### config.mk
export PLATFORM = sky130hd
export DESIGN_NAME = mem_port_arbiter
export DESIGN_NICKNAME = d
export VERILOG_FILES = /design/src/rtl/mem_arb_pkg.sv /design/src/rtl/mem_wait_counter.sv /design/src/rtl/mem_port_arbiter.sv
export SDC_FILE = /design/constraint.sdc
export NUM_CORES = 1
export LEC_CHECK = 0
export CORE_UTILIZATION = 45
export CTS_CLUSTER_DIAMETER = 50
export CTS_CLUSTER_SIZE = 24
export DETAILED_ROUTE_END_ITERATION = 16
export GPL_TIMING_DRIVEN = 0
export PLACE_DENSITY = 0.83
export SYNTH_ARGS = -nofsm -noshare
export SYNTH_HDL_FRONTEND = slang
export SYNTH_SLANG_ARGS = --single-unit
### constraint.sdc
create_clock -name clock -period 2.3 [get_ports clock]
set_input_delay 0.345 -clock clock [delete_from_list [all_inputs] [get_ports clock]]
set_output_delay 0.345 -clock clock [all_outputs]
set_load 0.02 [all_outputs]
### src/rtl/mem_arb_pkg.sv
// rtl/mem_arb_pkg.sv - shared types and widths for the IF/DM memory port arbiter
package mem_arb_pkg;
   localparam int ADDR_W = 32;
   localparam int DATA_W = 32;

   typedef enum logic [1:0] {
      ST_IDLE   = 2'd0,
      ST_ACCESS = 2'd1,
      ST_RESP   = 2'd2
   } state_e;

   typedef enum logic {
      GNT_IF = 1'b0,
      GNT_DM = 1'b1
   } grant_e;

   // Width of a counter holding 0..n-1; never narrower than one bit.
   function automatic int cnt_width(input int n);
      return (n > 1) ? $clog2(n) : 1;
   endfunction
endpackage

### src/rtl/mem_wait_counter.sv
// rtl/mem_wait_counter.sv - load/decrement wait counter with zero flag
module mem_wait_counter
   import mem_arb_pkg::*;
#(
   parameter int MEM_LATENCY = 2
) (
   input  logic clock,
   input  logic reset,
   input  logic load,
   input  logic dec,
   output logic zero
);
   localparam int CNT_W = cnt_width(MEM_LATENCY);
   localparam logic [CNT_W-1:0] LOAD_VAL = CNT_W'(MEM_LATENCY - 1);

   logic [CNT_W-1:0] count_d, count_q;

   always_comb begin
      count_d = count_q;
      if (load) begin
         count_d = LOAD_VAL;
      end else if (dec && (count_q != '0)) begin
         count_d = count_q - CNT_W'(1);
      end
   end

   always_ff @(posedge clock) begin
      if (reset) begin
         count_q <= '0;
      end else begin
         count_q <= count_d;
      end
   end

   assign zero = (count_q == '0);
endmodule

### src/rtl/mem_port_arbiter.sv
// rtl/mem_port_arbiter.sv - shares one single-port RAM between IF and DM requesters
module mem_port_arbiter #(
   parameter int ADDR_W       = mem_arb_pkg::ADDR_W,
   parameter int DATA_W       = mem_arb_pkg::DATA_W,
   parameter int MEM_LATENCY  = 2,
   parameter int STARVE_LIMIT = 2
) (
   input  logic              clock,
   input  logic              reset,
   input  logic              if_req,
   input  logic [ADDR_W-1:0] if_addr,
   output logic [DATA_W-1:0] if_rdata,
   output logic              if_ready,
   input  logic              dm_req,
   input  logic              dm_we,
   input  logic [ADDR_W-1:0] dm_addr,
   input  logic [DATA_W-1:0] dm_wdata,
   output logic [DATA_W-1:0] dm_rdata,
   output logic              dm_ready,
   output logic [ADDR_W-1:0] mem_address,
   output logic [DATA_W-1:0] mem_value,
   output logic              mem_write,
   input  logic [DATA_W-1:0] mem_data
);
   import mem_arb_pkg::*;

   localparam int SC_W = cnt_width(STARVE_LIMIT + 1);
   localparam logic [SC_W-1:0] SC_MAX = SC_W'(STARVE_LIMIT);

   state_e            state_d, state_q;
   grant_e            grant_d, grant_q;
   logic [ADDR_W-1:0] addr_d, addr_q;
   logic [DATA_W-1:0] wdata_d, wdata_q;
   logic              we_d, we_q;
   logic [SC_W-1:0]   starve_d, starve_q;
   logic [DATA_W-1:0] if_rdata_d, if_rdata_q;
   logic [DATA_W-1:0] dm_rdata_d, dm_rdata_q;
   logic              if_ready_d, if_ready_q;
   logic              dm_ready_d, dm_ready_q;
   logic              cnt_load, cnt_dec, cnt_zero;
   logic              pick_dm;

   mem_wait_counter #(
      .MEM_LATENCY(MEM_LATENCY)
   ) u_wait (
      .clock(clock),
      .reset(reset),
      .load (cnt_load),
      .dec  (cnt_dec),
      .zero (cnt_zero)
   );

   // DM wins contention until IF has been passed over STARVE_LIMIT times in a row.
   assign pick_dm = dm_req && !(if_req && (starve_q == SC_MAX));

   always_comb begin
      state_d    = state_q;
      grant_d    = grant_q;
      addr_d     = addr_q;
      wdata_d    = wdata_q;
      we_d       = we_q;
      starve_d   = starve_q;
      if_rdata_d = if_rdata_q;
      dm_rdata_d = dm_rdata_q;
      if_ready_d = 1'b0;
      dm_ready_d = 1'b0;
      cnt_load   = 1'b0;
      cnt_dec    = 1'b0;
      case (state_q)
         ST_IDLE: begin
            if (if_req || dm_req) begin
               grant_d  = pick_dm ? GNT_DM : GNT_IF;
               addr_d   = pick_dm ? dm_addr : if_addr;
               wdata_d  = pick_dm ? dm_wdata : '0;
               we_d     = pick_dm && dm_we;
               cnt_load = 1'b1;
               state_d  = ST_ACCESS;
               if (pick_dm && if_req) begin
                  starve_d = (starve_q == SC_MAX) ? starve_q : starve_q + SC_W'(1);
               end else begin
                  starve_d = '0;
               end
            end
         end
         ST_ACCESS: begin
            if (cnt_zero) begin
               state_d = ST_RESP;
               if (grant_q == GNT_IF) begin
                  if_rdata_d = mem_data;
                  if_ready_d = 1'b1;
               end else begin
                  dm_ready_d = 1'b1;
                  if (!we_q) begin
                     dm_rdata_d = mem_data;
                  end
               end
            end else begin
               cnt_dec = 1'b1;
            end
         end
         ST_RESP: begin
            state_d = ST_IDLE;
         end
         default: begin
            state_d = ST_IDLE;
         end
      endcase
   end

   always_ff @(posedge clock) begin
      if (reset) begin
         state_q    <= ST_IDLE;
         grant_q    <= GNT_IF;
         addr_q     <= '0;
         wdata_q    <= '0;
         we_q       <= 1'b0;
         starve_q   <= '0;
         if_rdata_q <= '0;
         dm_rdata_q <= '0;
         if_ready_q <= 1'b0;
         dm_ready_q <= 1'b0;
      end else begin
         state_q    <= state_d;
         grant_q    <= grant_d;
         addr_q     <= addr_d;
         wdata_q    <= wdata_d;
         we_q       <= we_d;
         starve_q   <= starve_d;
         if_rdata_q <= if_rdata_d;
         dm_rdata_q <= dm_rdata_d;
         if_ready_q <= if_ready_d;
         dm_ready_q <= dm_ready_d;
      end
   end

   assign if_rdata    = if_rdata_q;
   assign dm_rdata    = dm_rdata_q;
   assign if_ready    = if_ready_q;
   assign dm_ready    = dm_ready_q;
   assign mem_address = (state_q == ST_ACCESS) ? addr_q : '0;
   assign mem_value   = (state_q == ST_ACCESS) ? wdata_q : '0;
   // Gated by reset so a store aborted in its strobe cycle never reaches the RAM.
   assign mem_write   = (state_q == ST_ACCESS) && cnt_zero && we_q &&
                        (grant_q == GNT_DM) && !reset;
endmodule

==> summary.txt <==
Outcome
  • Outcome: complete, no violations

STA
  • Setup violations, final: 0
  • Fin. max-slew vios: 0
  • Worst rel slew slack: 0.647
  • Min Hold Slack: 456 ps
  • Clock Skew: 12.2 ps
  • Achievable clock frequency: 454 MHz
  • Setup total negative slack: 0 ps
  • Min cycle time layout: 2200 ps
  • Slew at the pin closest to its max-slew limit: 527 ps
  • Min setup slack post-route: 98.5 ps
  • Unrepaired setup endpoints after global routing: no
  • Hold Fails Final Rpt: 0
  • Fin crit share: 0.957

Pwr
  • Peak VDD IR: 0.476 mV
  • Cell Pwr Density: 754 mW/mm^2
  • Power, Total: 6.90 mW
  • Leakage power: 3.89 nW

Synth
  • Adder-cell share of the synthesized area: 0.00218
  • Synth area leader: dfxtp_1
  • Sequential share of the synthesized area: 0.477
  • Synth Area in Simple Gates: 0.247
  • Netlist Area Pre-Place: 0.00575 mm^2
  • Netlist cell types: 28
  • Synth area leaders: dfxtp_1, nand2_1, and2_1, nand2b_1, a21oi_1
  • Synth Register Bits: 137
  • Dominant combinational cell family by area after synthesis: simple AND/OR/NAND/NOR gates
  • Post-Synth XOR/XNOR Area: 0
  • Syn. warnings: 0
  • Compound-gate portion of the synthesized area: 0.169
  • Synthesized Nets: 782
  • Synthesized area per cell: 8.87 um^2
  • Synthesized instance count: 648
  • Multiplexer area fraction after synthesis: 0.0557
  • Synth top area share: 0.477

Placed design
  • Dpl cells: 1079
  • Area post-placement: 0.00859 mm^2
  • Final HPWL DP: 13700 um
  • RD Place Congestion: 0.888
  • Port bufs: 263
  • Pre-CTS WS: -153 ps

Clock network
  • H-tree level count: 4
  • Clock root buffer master: clkbuf_16
  • Num CTS Buffers: 17
  • Longest Clk Path Bufs: 2
  • Clk_lat worst skew: 410 ps
  • Post-CTS Setup Inserts: 0
  • Clock transition at path regs: 60 ps
  • Clock sinks: 137
  • Cts hold-fix bufs: 0
  • CTS tree: yes

Global routing
  • Initial antenna violation count: 0
  • Total GRT Usage: 0.276
  • Largest net degree at the start of global routing: 17
  • Number of global-route vias before repair: 5804
  • First-pass GRT wire length: 28100 um
  • Total global routing overflow: 0

Setup path
  • Reg2reg end: wdata_q[3]$_SDFFE_PP0P_
  • Crit-path cells: nor2b_4, buf_6, clkbuf_4, and2_1, dlygate4sd2_1
  • CP Class: reg2out
  • Crit path launch type: flop
  • Critical Path RT: 1960 ps
  • Reg-to-Reg Start: starve_q[0]$_SDFFE_PP0P_
  • CP Max Fanout: 10
  • CP max stage delay: 400 ps
  • Critical path capture point type: output pin
  • Critical Path AT: 1860 ps
  • Slowest CP cell: dfxtp_1
  • R2r setup slk: 540 ps
  • Register-to-Register Path Depth: 7

Detailed routing
  • Met1 wire length: 6970 um
  • Routed length on met2: 9340 um
  • Routed wire length: 18000 um
  • Vias per cell: 5.10
  • Drt pass-1 iters: 6
  • Via Count: 5660
  • Routed len/inst: 16.2 um
  • Post-route DRC: 0
  • Met3 WL: 1310 um
  • Top Layer Used: met4
  • Antenna Violating Nets Remaining: 0
  • Iter 0 DRT Violations: 308

Cells and area
  • Final instance area: 0.00915 mm^2
  • Antenna Cells: 0
  • Area growth from synthesis to layout: 59.2%
  • Finished Core Util: 0.749
  • Nets: 1064
  • Layout Cells excl Fill: 1110
  • Share of cells above drive strength 1: 0.109

Die
  • IO Count: 264
  • Die Y: 115 um
  • Die W: 115 um
  • Die footprint: 0.0132 mm^2
  • Initial Utilization: 0.471
  • Core area: 0.0122 mm^2
  • Site Rows: 40

Hold path
  • Hold Path End: if_rdata[9]$_SDFFE_PP0P_
  • Hold path startpoint: if_rdata[9]$_SDFFE_PP0P_
  • Worst Hold Class: reg2reg
  • Hold path cells: 2

Flow run
  • Total of max-cap violations: 0
[flip-flops by register name (all words and copies together) (netlist names)]
signal,count
if_ready,1
we_q,1
dm_ready,1
wdata_q,32
starve_q,2
addr_q,32
u_wait.count_q,1
dm_rdata,32
grant_q,1
if_rdata,32
state_q,2
[worst max-delay path by stage]
stage,end,slack (ps),startpoint,cells after the start
after floorplan,mem_address[0],780,state_q[0]$_SDFFE_PP0P_,4
after global placement,mem_address[3],-110,state_q[0]$_SDFFE_PP0P_,5
after detailed placement,mem_write,-150,reset,5
after CTS,mem_value[2],1,state_q[0]$_SDFFE_PP0P_,5
after global routing,mem_address[19],5,state_q[0]$_SDFFE_PP0P_,5
final,mem_address[15],100,state_q[0]$_SDFFE_PP0P_,5
[cells in the mapped netlist, drive strengths merged]
cell type,count
or4b,1
a22o,33
and3,2
nand3,3
mux2i,32
nor3b,2
a311oi,32
nand2b,65
nor4b,1
clkbuf,23
buf,33
ha,1
and2,65
or2,2
o21ai,3
dfxtp,137
inv,1
nand2,132
nor3,1
nor2b,1
a21oi,71
a21boi,1
nor2,5
a21bo,1
[layer usage]
| layer | up-vias | GRT usage |
|---|---|---|
| met2 | 216 | 0.502 |
| li1 | 2762 | - |
| met3 | 27 | 0.0785 |
| met5 | - | 0 |
| met4 | 0 | 0.0996 |
| met1 | 2655 | 0.305 |
[report_power, final]
part	total, mW	internal (mW)	switching, mW
sequential	2.64	2.55	0.0929
combinational	1.19	0.589	0.598
clock	3.07	2.06	1.01
total	6.90	5.20	1.70
[repair_timing]
item                                    in CTS  in global routing
endpoints found under the setup margin      65                 50
resized for setup                           94                 48
endpoints found under the hold margin        0                  0
[placed cells by master, fill, tap and decap left out, types with 2 or more instances in the layout]
cell type	synthesis	layout
a21oi_1	70	70
a22o_1	33	33
a311oi_1	32	32
and2_1	65	65
and3_1	2	2
buf_2	27	26
buf_4	3	3
buf_6	3	4
bufinv_16	0	6
clkbuf_1	23	19
clkbuf_16	0	17
clkbuf_2	0	25
clkbuf_4	0	3
clkdlybuf4s15_1	0	7
clkdlybuf4s15_2	0	6
clkdlybuf4s50_1	0	198
clkinv_4	0	2
dfxtp_1	137	137
dlygate4sd2_1	0	30
mux2i_1	32	32
nand2_1	132	132
nand2b_1	65	65
nand3_1	3	3
nor2_1	5	5
nor3b_1	2	2
o21ai_0	3	3
[cells by family (layout without fill, tap and decap cells)]
logic type | after synthesis | count (layout)
compound gates | 141 | 141
fa+ha+maj | 1 | 1
flops | 137 | 137
mux | 32 | 32
buf+inv | 57 | 351
simple gates | 280 | 280
[worst max-delay path: cells and delay by family, from the launching register on]
kind,cells,cell delay (ps)
buf+inv,3,690
flops,1,400
simple gates,2,360
[area by class of cell]
type                       count  area, um^2
clock inverter                11         219
timing repair buffer         263        2490
sequential                   137        2740
fill                         942        3060
multi-input combinational    454        2740
clock buffer                  20         447
tap                          168         210
buffer                        56         299
inverter                       1        3.75
(Power assumes the default switching activity.)
